--- src/rtl/axi_cmd_mm2s.sv ---
// -----------------------------------------------------------------------------
// axi_cmd_mm2s
// Command-driven memory-to-stream mover. A command (tag, address, EOF, byte
// count) is accepted on the command stream, turned into one or more AXI4 INCR
// read bursts of 32-bit beats that never cross a 4 KB page, and the returned
// read data is passed straight through to the output stream. When all bytes
// have been moved (or the command was rejected), one status byte is emitted.
//
// Ports
//   clk, rst_n              clock, asynchronous active-low reset
//   S_AXIS_CMD_*            command stream: [67:64] tag, [63:32] address,
//                           [30] EOF, [22:0] bytes to transfer
//   M_AXIS_STS_*            status stream: {OKAY, SLVERR, DECERR, INTERR, tag}
//   M_AXI_AR*               AXI read address channel (one burst at a time)
//   M_AXI_R*                AXI read data channel (RLAST is not used)
//   M_AXIS_*                output data stream, zero-latency pass-through of R
// -----------------------------------------------------------------------------
module axi_cmd_mm2s #(
  parameter int C_M_AXI_ADDR_WIDTH      = 32,
  parameter int C_S_AXIS_CMD_DATA_WIDTH = 73,
  parameter int C_M_AXIS_STS_DATA_WIDTH = 8,
  parameter int C_MAX_BURST_LEN         = 16
) (
  input  logic                               clk,
  input  logic                               rst_n,
  // command stream
  input  logic                               S_AXIS_CMD_TVALID,
  output logic                               S_AXIS_CMD_TREADY,
  input  logic [C_S_AXIS_CMD_DATA_WIDTH-1:0] S_AXIS_CMD_TDATA,
  // status stream
  output logic                               M_AXIS_STS_TVALID,
  input  logic                               M_AXIS_STS_TREADY,
  output logic [C_M_AXIS_STS_DATA_WIDTH-1:0] M_AXIS_STS_TDATA,
  // AXI read address channel
  output logic [C_M_AXI_ADDR_WIDTH-1:0]      M_AXI_ARADDR,
  output logic [7:0]                         M_AXI_ARLEN,
  output logic [2:0]                         M_AXI_ARSIZE,
  output logic [1:0]                         M_AXI_ARBURST,
  output logic                               M_AXI_ARVALID,
  input  logic                               M_AXI_ARREADY,
  // AXI read data channel
  input  logic [31:0]                        M_AXI_RDATA,
  input  logic [1:0]                         M_AXI_RRESP,
  input  logic                               M_AXI_RLAST,
  input  logic                               M_AXI_RVALID,
  output logic                               M_AXI_RREADY,
  // output data stream
  output logic [31:0]                        M_AXIS_TDATA,
  output logic                               M_AXIS_TVALID,
  output logic                               M_AXIS_TLAST,
  input  logic                               M_AXIS_TREADY
);

  typedef enum logic [1:0] {
    S_IDLE,
    S_ADDR,
    S_DATA,
    S_STS
  } state_t;

  state_t                          r_state;
  logic                            r_cmd_ready;
  logic [3:0]                      r_tag;
  logic [C_M_AXI_ADDR_WIDTH-1:0]   r_addr;
  logic                            r_eof;
  logic [22:0]                     r_remaining;
  logic [7:0]                      r_arlen;
  logic                            r_arvalid;
  logic [7:0]                      r_beat_cnt;
  logic                            r_slverr;
  logic                            r_decerr;
  logic                            r_interr;
  logic                            r_sts_valid;

  // Beats in the next burst: limited by the burst cap, by the bytes still to
  // move and by the distance to the end of the current 4 KB page.
  function automatic logic [4:0] f_beats(input logic [11:0] page_off,
                                         input logic [20:0] rem_beats);
    logic [10:0] page_beats;
    logic [4:0]  n;
    page_beats = 11'((13'd4096 - {1'b0, page_off}) >> 2);
    n = 5'(C_MAX_BURST_LEN);
    if (rem_beats < 21'(n))  n = 5'(rem_beats);
    if (page_beats < 11'(n)) n = 5'(page_beats);
    return n;
  endfunction

  // command field extraction
  logic [3:0]                    w_cmd_tag;
  logic [C_M_AXI_ADDR_WIDTH-1:0] w_cmd_addr;
  logic                          w_cmd_eof;
  logic [22:0]                   w_cmd_btt;
  logic                          w_cmd_bad;

  assign w_cmd_tag  = S_AXIS_CMD_TDATA[67:64];
  assign w_cmd_addr = C_M_AXI_ADDR_WIDTH'(S_AXIS_CMD_TDATA[63:32]);
  assign w_cmd_eof  = S_AXIS_CMD_TDATA[30];
  assign w_cmd_btt  = S_AXIS_CMD_TDATA[22:0];
  // Only whole, word-aligned, non-empty transfers are supported.
  assign w_cmd_bad  = (w_cmd_btt == 23'd0) || (w_cmd_btt[1:0] != 2'b00) ||
                      (w_cmd_addr[1:0] != 2'b00);

  logic w_unused_bits;
  assign w_unused_bits = ^{S_AXIS_CMD_TDATA[C_S_AXIS_CMD_DATA_WIDTH-1:68],
                           S_AXIS_CMD_TDATA[31], S_AXIS_CMD_TDATA[29:23],
                           M_AXI_RLAST};

  // current burst bookkeeping
  logic                          w_in_data;
  logic                          w_beat;
  logic [4:0]                    w_beats;
  logic [22:0]                   w_burst_bytes;
  logic                          w_last_beat;
  logic                          w_final_burst;
  logic [C_M_AXI_ADDR_WIDTH-1:0] w_next_addr;
  logic [22:0]                   w_next_rem;

  assign w_in_data     = (r_state == S_DATA);
  assign w_beat        = w_in_data && M_AXI_RVALID && M_AXIS_TREADY;
  assign w_beats       = r_arlen[4:0] + 5'd1;
  assign w_burst_bytes = 23'({w_beats, 2'b00});
  // The beat count comes from our own counter; RLAST is not trusted.
  assign w_last_beat   = (r_beat_cnt == r_arlen);
  assign w_final_burst = (r_remaining == w_burst_bytes);
  assign w_next_addr   = r_addr + C_M_AXI_ADDR_WIDTH'(w_burst_bytes);
  assign w_next_rem    = r_remaining - w_burst_bytes;

  // NOTE: the R -> M_AXIS path is purely combinational but gated by the
  // registered state, so every stream output is 0 outside DATA and in reset.
  assign M_AXIS_TDATA  = w_in_data ? M_AXI_RDATA : 32'd0;
  assign M_AXIS_TVALID = w_in_data && M_AXI_RVALID;
  assign M_AXI_RREADY  = w_in_data && M_AXIS_TREADY;
  assign M_AXIS_TLAST  = w_in_data && r_eof && w_last_beat && w_final_burst;

  assign S_AXIS_CMD_TREADY = r_cmd_ready;
  assign M_AXI_ARADDR      = r_addr;
  assign M_AXI_ARLEN       = r_arlen;
  assign M_AXI_ARSIZE      = 3'b010;
  assign M_AXI_ARBURST     = 2'b01;
  assign M_AXI_ARVALID     = r_arvalid;
  assign M_AXIS_STS_TVALID = r_sts_valid;

  logic [7:0] w_sts;
  assign w_sts = r_sts_valid
               ? {!(r_slverr || r_decerr || r_interr), r_slverr, r_decerr,
                  r_interr, r_tag}
               : 8'd0;
  assign M_AXIS_STS_TDATA = C_M_AXIS_STS_DATA_WIDTH'(w_sts);

  // NOTE: all state is updated with non-blocking assignments so every
  // register sees the pre-edge values of the others, regardless of order.
  always_ff @(posedge clk or negedge rst_n) begin
    if (!rst_n) begin
      r_state     <= S_IDLE;
      r_cmd_ready <= 1'b0;
      r_tag       <= '0;
      r_addr      <= '0;
      r_eof       <= 1'b0;
      r_remaining <= '0;
      r_arlen     <= '0;
      r_arvalid   <= 1'b0;
      r_beat_cnt  <= '0;
      r_slverr    <= 1'b0;
      r_decerr    <= 1'b0;
      r_interr    <= 1'b0;
      r_sts_valid <= 1'b0;
    end else begin
      case (r_state)
        S_IDLE: begin
          // Ready comes up one edge after reset release and stays up in IDLE.
          r_cmd_ready <= 1'b1;
          if (r_cmd_ready && S_AXIS_CMD_TVALID) begin
            r_cmd_ready <= 1'b0;
            r_tag       <= w_cmd_tag;
            r_addr      <= w_cmd_addr;
            r_eof       <= w_cmd_eof;
            r_remaining <= w_cmd_btt;
            r_beat_cnt  <= '0;
            if (w_cmd_bad) begin
              r_interr    <= 1'b1;
              r_sts_valid <= 1'b1;
              r_state     <= S_STS;
            end else begin
              r_arlen   <= 8'(f_beats(w_cmd_addr[11:0], w_cmd_btt[22:2]) - 5'd1);
              r_arvalid <= 1'b1;
              r_state   <= S_ADDR;
            end
          end
        end

        S_ADDR: begin
          if (M_AXI_ARREADY) begin
            r_arvalid  <= 1'b0;
            r_beat_cnt <= '0;
            r_state    <= S_DATA;
          end
        end

        S_DATA: begin
          if (w_beat) begin
            if (M_AXI_RRESP == 2'b10) r_slverr <= 1'b1;
            if (M_AXI_RRESP == 2'b11) r_decerr <= 1'b1;
            if (w_last_beat) begin
              r_addr      <= w_next_addr;
              r_remaining <= w_next_rem;
              r_beat_cnt  <= '0;
              if (w_final_burst) begin
                r_sts_valid <= 1'b1;
                r_state     <= S_STS;
              end else begin
                r_arlen   <= 8'(f_beats(w_next_addr[11:0], w_next_rem[22:2]) - 5'd1);
                r_arvalid <= 1'b1;
                r_state   <= S_ADDR;
              end
            end else begin
              r_beat_cnt <= r_beat_cnt + 8'd1;
            end
          end
        end

        S_STS: begin
          if (M_AXIS_STS_TREADY) begin
            r_sts_valid <= 1'b0;
            r_slverr    <= 1'b0;
            r_decerr    <= 1'b0;
            r_interr    <= 1'b0;
            r_cmd_ready <= 1'b1;
            r_state     <= S_IDLE;
          end
        end

        default: r_state <= S_IDLE;
      endcase
    end
  end

endmodule

--- config.mk ---
export PLATFORM = sky130hd
export DESIGN_NAME = axi_cmd_mm2s
export DESIGN_NICKNAME = d
export VERILOG_FILES = /design/src/rtl/axi_cmd_mm2s.sv
export SDC_FILE = /design/constraint.sdc
export NUM_CORES = 1
export LEC_CHECK = 0
export BUFFER_PORTS_ARGS = -buffer_cell sky130_fd_sc_hd__buf_4
export CORE_MARGIN = 3
export CORE_UTILIZATION = 54
export CTS_BUF_LIST = sky130_fd_sc_hd__clkbuf_4 sky130_fd_sc_hd__clkbuf_8
export CTS_CLUSTER_SIZE = 25
export DETAILED_ROUTE_END_ITERATION = 16
export PLACE_DENSITY = 0.84
export SLEW_MARGIN = 10
export SYNTH_ARGS = -nofsm -noshare
export SYNTH_HDL_FRONTEND = slang
export SYNTH_SLANG_ARGS = --single-unit
--- constraint.sdc ---
create_clock -name clk -period 6.2 [get_ports clk]
set_input_delay 0 -clock clk [delete_from_list [all_inputs] [get_ports clk]]
set_output_delay 0 -clock clk [all_outputs]
set_load 0.05 [all_outputs]
## Yosys cells after proc, flatten, opt, wreduce, memory -nomap -nowiden

Cells that the tools add are included.

- Magnitude comparators: 4
- Shifts and indexed selects: 0
- Add/subtract/negate cells: 8
- Multiplexer cells: 71
- Eq/ne operators: 18
- Divide/modulo/power cells: 0
- $mul: 0
- Reductions and logical operators: 32
- Bitwise operators: 0

Operator list:

| operator | count |
|---|---|
| $mux 32 | 4 |
| $mux 5 | 18 |
| $mux 8 | 10 |
| $mux 23 | 3 |
| $pmux 32 s2 | 1 |
| $pmux 23 s2 | 1 |
| $lt 21x5->1 const B | 2 |
| $add 32x7->32 | 1 |
| $sub 13x12->13 const A | 2 |
| $pmux 8 s3 | 1 |
| $eq 23x7->1 | 1 |
| $logic_not 23->1 | 1 |
| $sub 23x7->23 | 1 |
| $lt 11x5->1 | 2 |
| $reduce_and 4->1 | 5 |
| $mux 1 | 18 |
| $pmux 8 s2 | 1 |
| $mux 2 | 7 |
| $reduce_and 7->1 | 2 |
| $ne 2x2->1 const B | 6 |
| $sub 5x1->6 const B | 2 |
| $ne 2x1->1 const B | 5 |
| $reduce_bool 2->1 | 5 |
| $add 8x1->8 const B | 1 |
| other kinds (15) | 33 |

- Input bits: 115
- Output and inout port bits: 91
- Register bits after elaboration: 84
- RAM bits: 0
- Latch bits: 0
- Memory bits (read-only): 0
- Memories: 0
- Logic and storage cells: 146

## Depth between registers and ports, before layout

- Word-level depth: 19
- Gate-level depth with buffers: 23
- Depth with buffers taken out: 23

## Worst setup path before layout

OpenSTA, ideal clock, no wires.

- Path kind: register to register
- Start: register r_arlen[0], in the netlist M_AXI_ARLEN[0]
- End: register r_arlen[4], in the netlist M_AXI_ARLEN[4]
- Setup slack: 172 ps
- Data required time: 6065 ps
- Data arrival time: 5893 ps
- Cell stages (with the launch flop): 23
- Path through: dfrtp_1 ha_1 xor2_1 inv_1 ha_1 nand2b_1 a211o_1 nor2_1 maj3_1 or3b_1 a2111oi_2 nor4b_4 nand2_1 ha_1 a2111oi_0 nor2_1 or4_4 a32o_1 a221o_1 nand2_1 ha_1 and4_1 o31ai_2

- Word-level cells in the longest chain between the ends: 19
- Elaborated cells between the ends (all ways): 26
- Classes of those cells: 5 x add/sub; 2 x order compare; 4 x eq/ne; 14 x mux; 1 x reduce/logical

RTL lines:

| what | RTL line | text |
|---|---|---|
| start: declaration | 67 | `logic [7:0] r_arlen;` |
| start signal: assignment | 184 | `r_arlen <= 8'(f_beats(w_cmd_addr[11:0], w_cmd_btt[22:2]) - 5'd1);` |
| start signal: assignment | 211 | `r_arlen <= 8'(f_beats(w_next_addr[11:0], w_next_rem[22:2]) - 5'd1);` |
| $add 5x1->5 | 120 | `assign w_beats = r_arlen[4:0] + 5'd1;` |
| $sub 23x7->23 | 126 | `assign w_next_rem = r_remaining - w_burst_bytes;` |
| $lt 21x5->1 | 83 | `if (rem_beats < 21'(n)) n = 5'(rem_beats);` |
| $mux 5 | 83 |  |
| $mux 5 | 207 | `if (w_final_burst) begin` |
| $mux 5 | 203 | `if (w_last_beat) begin` |
| $mux 5 | 200 | `if (w_beat) begin` |
| $mux 5 | 168 | `case (r_state)` |
| [... 3 more ...] | n/a |  |
| $mux 5 | 203 |  |
| $mux 5 | 200 |  |
| $mux 5 | 168 |  |
| $sub 5x1->6 | 211 |  |
| $mux 8 | 207 |  |
| $mux 8 | 203 |  |
| $mux 8 | 200 |  |
| $pmux 8 s2 | 168 |  |

Several ways; a longest one is shown, not always the timed one. The select of a mux whose other input is x is not followed.
A chain may end at the register's enable or synchronous reset.

## Final worst setup path

Ends and elaborated chain as after synthesis.

==> impl_metrics.yaml <==
yosys:
  synth.most_common_cell: "nand2_1"
  synth.area.top_cells: "dfrtp_1 (32%), a21oi_1 (6.7%), nand2_1 (5.2%)"
  seq_area_frac_synth_pct: 31.8
  synthMuxAreaShare_pct: 1.88
  avgSynthCellArea_um2: 7.80
  synth_compound_area_share_pct: 25.1
  synth-edff-count: 0
  ys_dominant_reg_cell: "dfrtp_1"
  ys_seq_elements: 82
  synth.lib_cells_used.distinct: 74
  synthCells: 828
  synthXorXnorAreaFrac_pct: 4.30
  synthTopCellsByCount: "nand2_1 (90), a21oi_1 (87), dfrtp_1 (82)"
  yosys_warnings: 0
  synth_top_family_by_area: "simple AND/OR/NAND/NOR gates"
  synthAdderAreaFrac_pct: 4.92
  async_flop_share_pct: 100
  synth-simple-area-share_pct: 27.2
  synth_top_area_share_pct: 31.8
  syn_area_um2: 6460
  synth_top_area_cell: "dfrtp_1"
sta:
  tightest_slew_ns: 1.10
  slew_headroom_pct: 26.5
  worst_clock_skew_ns: 0.0122
  fmax_mhz: 169
  period_needed_ns: 5.90
  whs_ns: 0.0272
  hold_viol: 0
  setup_violations: 0
  setup_ws_ns: 0.297
  drv_slew: 0
  min_period_over_period_pct: 95.2
setup_path:
  cp_max_fo: 6
  worst_r2r_path_depth: 23
  arrival_ns: 6.14
  r2r_slack_ns: 0.30
  r2r_start: "M_AXI_ARLEN[0]$_DFFE_PN0P_"
  critPathCaptureType: "flop"
  timing.rr.end: "M_AXI_ARLEN[4]$_DFFE_PN0P_"
  critPathLaunchType: "flop"
  worstPathRequired_ns: 6.44
  cp-startpoint: "M_AXI_ARLEN[0]$_DFFE_PN0P_"
  worst-setup-path-type: "flop to flop"
  critPathCapture: "M_AXI_ARLEN[4]$_DFFE_PN0P_"
grt:
  antenna_found_initial: 1
  grt_pass1_wl_mm: 34.7
  grt_max_degree: 112
  grt.total_usage_pct: 32.5
  first_global_vias: 7099
  overflow: 0
placement:
  dp_hpwl_mm: 14.3
  io_buffers: 186
  place_area_um2: 7910
  place_inst: 1119
  preCtsSetupSlack_ns: 0.141
  routabilityCongestion: 0.956
pwr:
  internal_power_uw: 2430
  swShare_pct: 57.4
  switchingPower_uw: 3280
  peakVddDrop_mv: 0.389
  power_leakage_uw: 0.00384
  p_comb_share_pct: 72.7
  p_seq_share_pct: 19.8
  clkPwrFrac_pct: 7.4
  powerDensity_nw_per_um2: 649
clocking:
  cts_max_level: 3
  clock_latency_ns: 0.38
  clock_sink_count: 82
  cts_tree: "yes"
  path_clk_slew_ns: 0.09
  clockRootBuffer: "clkbuf_8"
  numCtsBuffers: 9
  cts.path.max_buffers: 2
cells_and_area:
  register_area_um2: 2050
  drive_above_1_share_pct: 23.2
  fin_util_pct: 76.2
  post-route-cell-area_um2: 8810
  area_delta_synth_final_pct: 36.5
  nets: 1189
  multi_input_area_um2: 4160
  layout.cells.non_filler: 1202
  fill_cells: 851
route:
  drtIter0Drc: 684
  first_pass_iters: 5
  wl_mm: 21.9
  antenna_left: 0
  drc_errors: 0
  wire_per_inst_um: 18.2
  via_per_inst: 6.18
  vias: 7423
floorplan:
  start_util_pct: 55.8
  ioPinCount: 206
  die_area_um2: 13300
  core_um2: 11600
  die_height_um: 115
  die_x_um: 115
  rows: 39
hold_path:
  hold_path_class: "input port to flop"
outcome:
  outcome: "finished clean"
run:
  maxCapViolations: 0
==> through the flow <==
| stage | power (µW) | TNS (ns) |
|---|---|---|
| 2_1_floorplan | 4000 | 0 |
| 3_3_place_gp | 4990 | 0 |
| 3_5_place_dp | 5060 | 0 |
| 4_1_cts | 5540 | 0 |
| 6_report | 5710 | 0 |
| 5_1_grt | 6130 | -0.0363 |
==> sequential cells by signal (all words and copies together) (netlist names) <==
name and count:
r_tag 4, M_AXIS_STS_TVALID 1, r_eof 1, r_slverr 1, r_interr 1, M_AXI_ARLEN 6, M_AXI_ARADDR 32, r_beat_cnt 8
r_decerr 1, r_remaining 23, r_state 2, S_AXIS_CMD_TREADY 1, M_AXI_ARVALID 1
==> cell usage in the layout (no fill, tap or decap), types with 11 or more instances in the layout <==
cell type / count
a21oi_1: 87
a31oi_1: 16
and2_1: 46
buf_4: 196
clkbuf_8: 11
dfrtp_1: 80
dlygate4sd3_1: 65
ha_1: 19
inv_1: 24
nand2_1: 89
nand3_1: 23
nand4_1: 13
nor2_1: 76
nor3_1: 27
o21ai_0: 56
o22ai_1: 23
xnor2_1: 16
==> what timing repair did <==
item | CTS | global route
hold buffers | 65 | 0
resized for setup | 0 | 7
endpoints found under the setup margin | 0 | 5
buffers inserted | 0 | 1
hold endpoints to repair | 145 | 0
==> per-layer routing <==
layer,vias up,global-route usage (%),routed length [µm]
met5,-,0,0
li1,3458,-,-
met3,67,4.42,1830
met2,426,52.6,10400
met1,3472,42.9,8760
met4,0,15.8,858
==> final cells by class <==
| class | instances | share of cell area, % |
|---|---|---|
| Antenna cell | 1 | 0.0284 |
| Clock buffer | 11 | 1.72 |
| Clock inverter | 5 | 0.596 |
| Inverter | 24 | 1.02 |
| Multi-Input combinational cell | 675 | 47.2 |
| Sequential cell | 82 | 23.3 |
| Tap cell | 143 | 2.03 |
| Timing Repair Buffer | 261 | 24.1 |
==> power by group through the flow <==
stage,sequential [µW],clock (µW),combinational (µW)
after CTS,1110,426,4010
after global routing,1180,447,4500
after floorplan,1440,0,2560
after global placement,1110,0,3880
after detailed placement,1120,0,3940
final,1130,425,4160
==> worst max-delay path, stage by stage, from the launching register on <==
cell and delay (ns):
dfrtp_2 0.45, ha_1 0.25, xor2_2 0.19, inv_1 0.06
ha_1 0.35, nand2b_1 0.15, a211o_1 0.21, nor2_1 0.06
maj3_1 0.40, or3b_1 0.45, a2111oi_4 0.37, nor4b_4 0.31
nand2_1 0.09, ha_1 0.32, a2111oi_2 0.33, buf_4 0.18
nor2_1 0.04, or4_4 0.44, a32o_1 0.21, a221o_1 0.34
nand2_1 0.09, ha_1 0.19, and4_1 0.21, o31ai_2 0.06
==> how the worst min path moves through the flow <==
stage | start | to | slack (ns) | depth (start not counted)
floorplan | rst_n | M_AXIS_STS_TVALID$_DFFE_PN0P_ | -0.30 | 0
global placement | S_AXIS_CMD_TDATA[66] | r_tag[2]$_DFFE_PN0P_ | 0.23 | 2
detailed placement | S_AXIS_CMD_TDATA[67] | r_tag[3]$_DFFE_PN0P_ | 0.24 | 2
CTS | S_AXIS_CMD_TDATA[38] | M_AXI_ARADDR[6]$_DFFE_PN0P_ | 0.02 | 3
global route | S_AXIS_CMD_TDATA[38] | M_AXI_ARADDR[6]$_DFFE_PN0P_ | 0.09 | 3
finish | S_AXIS_CMD_TDATA[38] | M_AXI_ARADDR[6]$_DFFE_PN0P_ | 0.03 | 3
==> cells by family after synthesis <==
logic type	Yosys count
compound gates	262
simple gates	344
fa+ha+maj	25
flops	82
buf+inv	74
other cells	2
xor+xnor	28
mux	11
No activity file was read; power rests on OpenSTA's default activity.
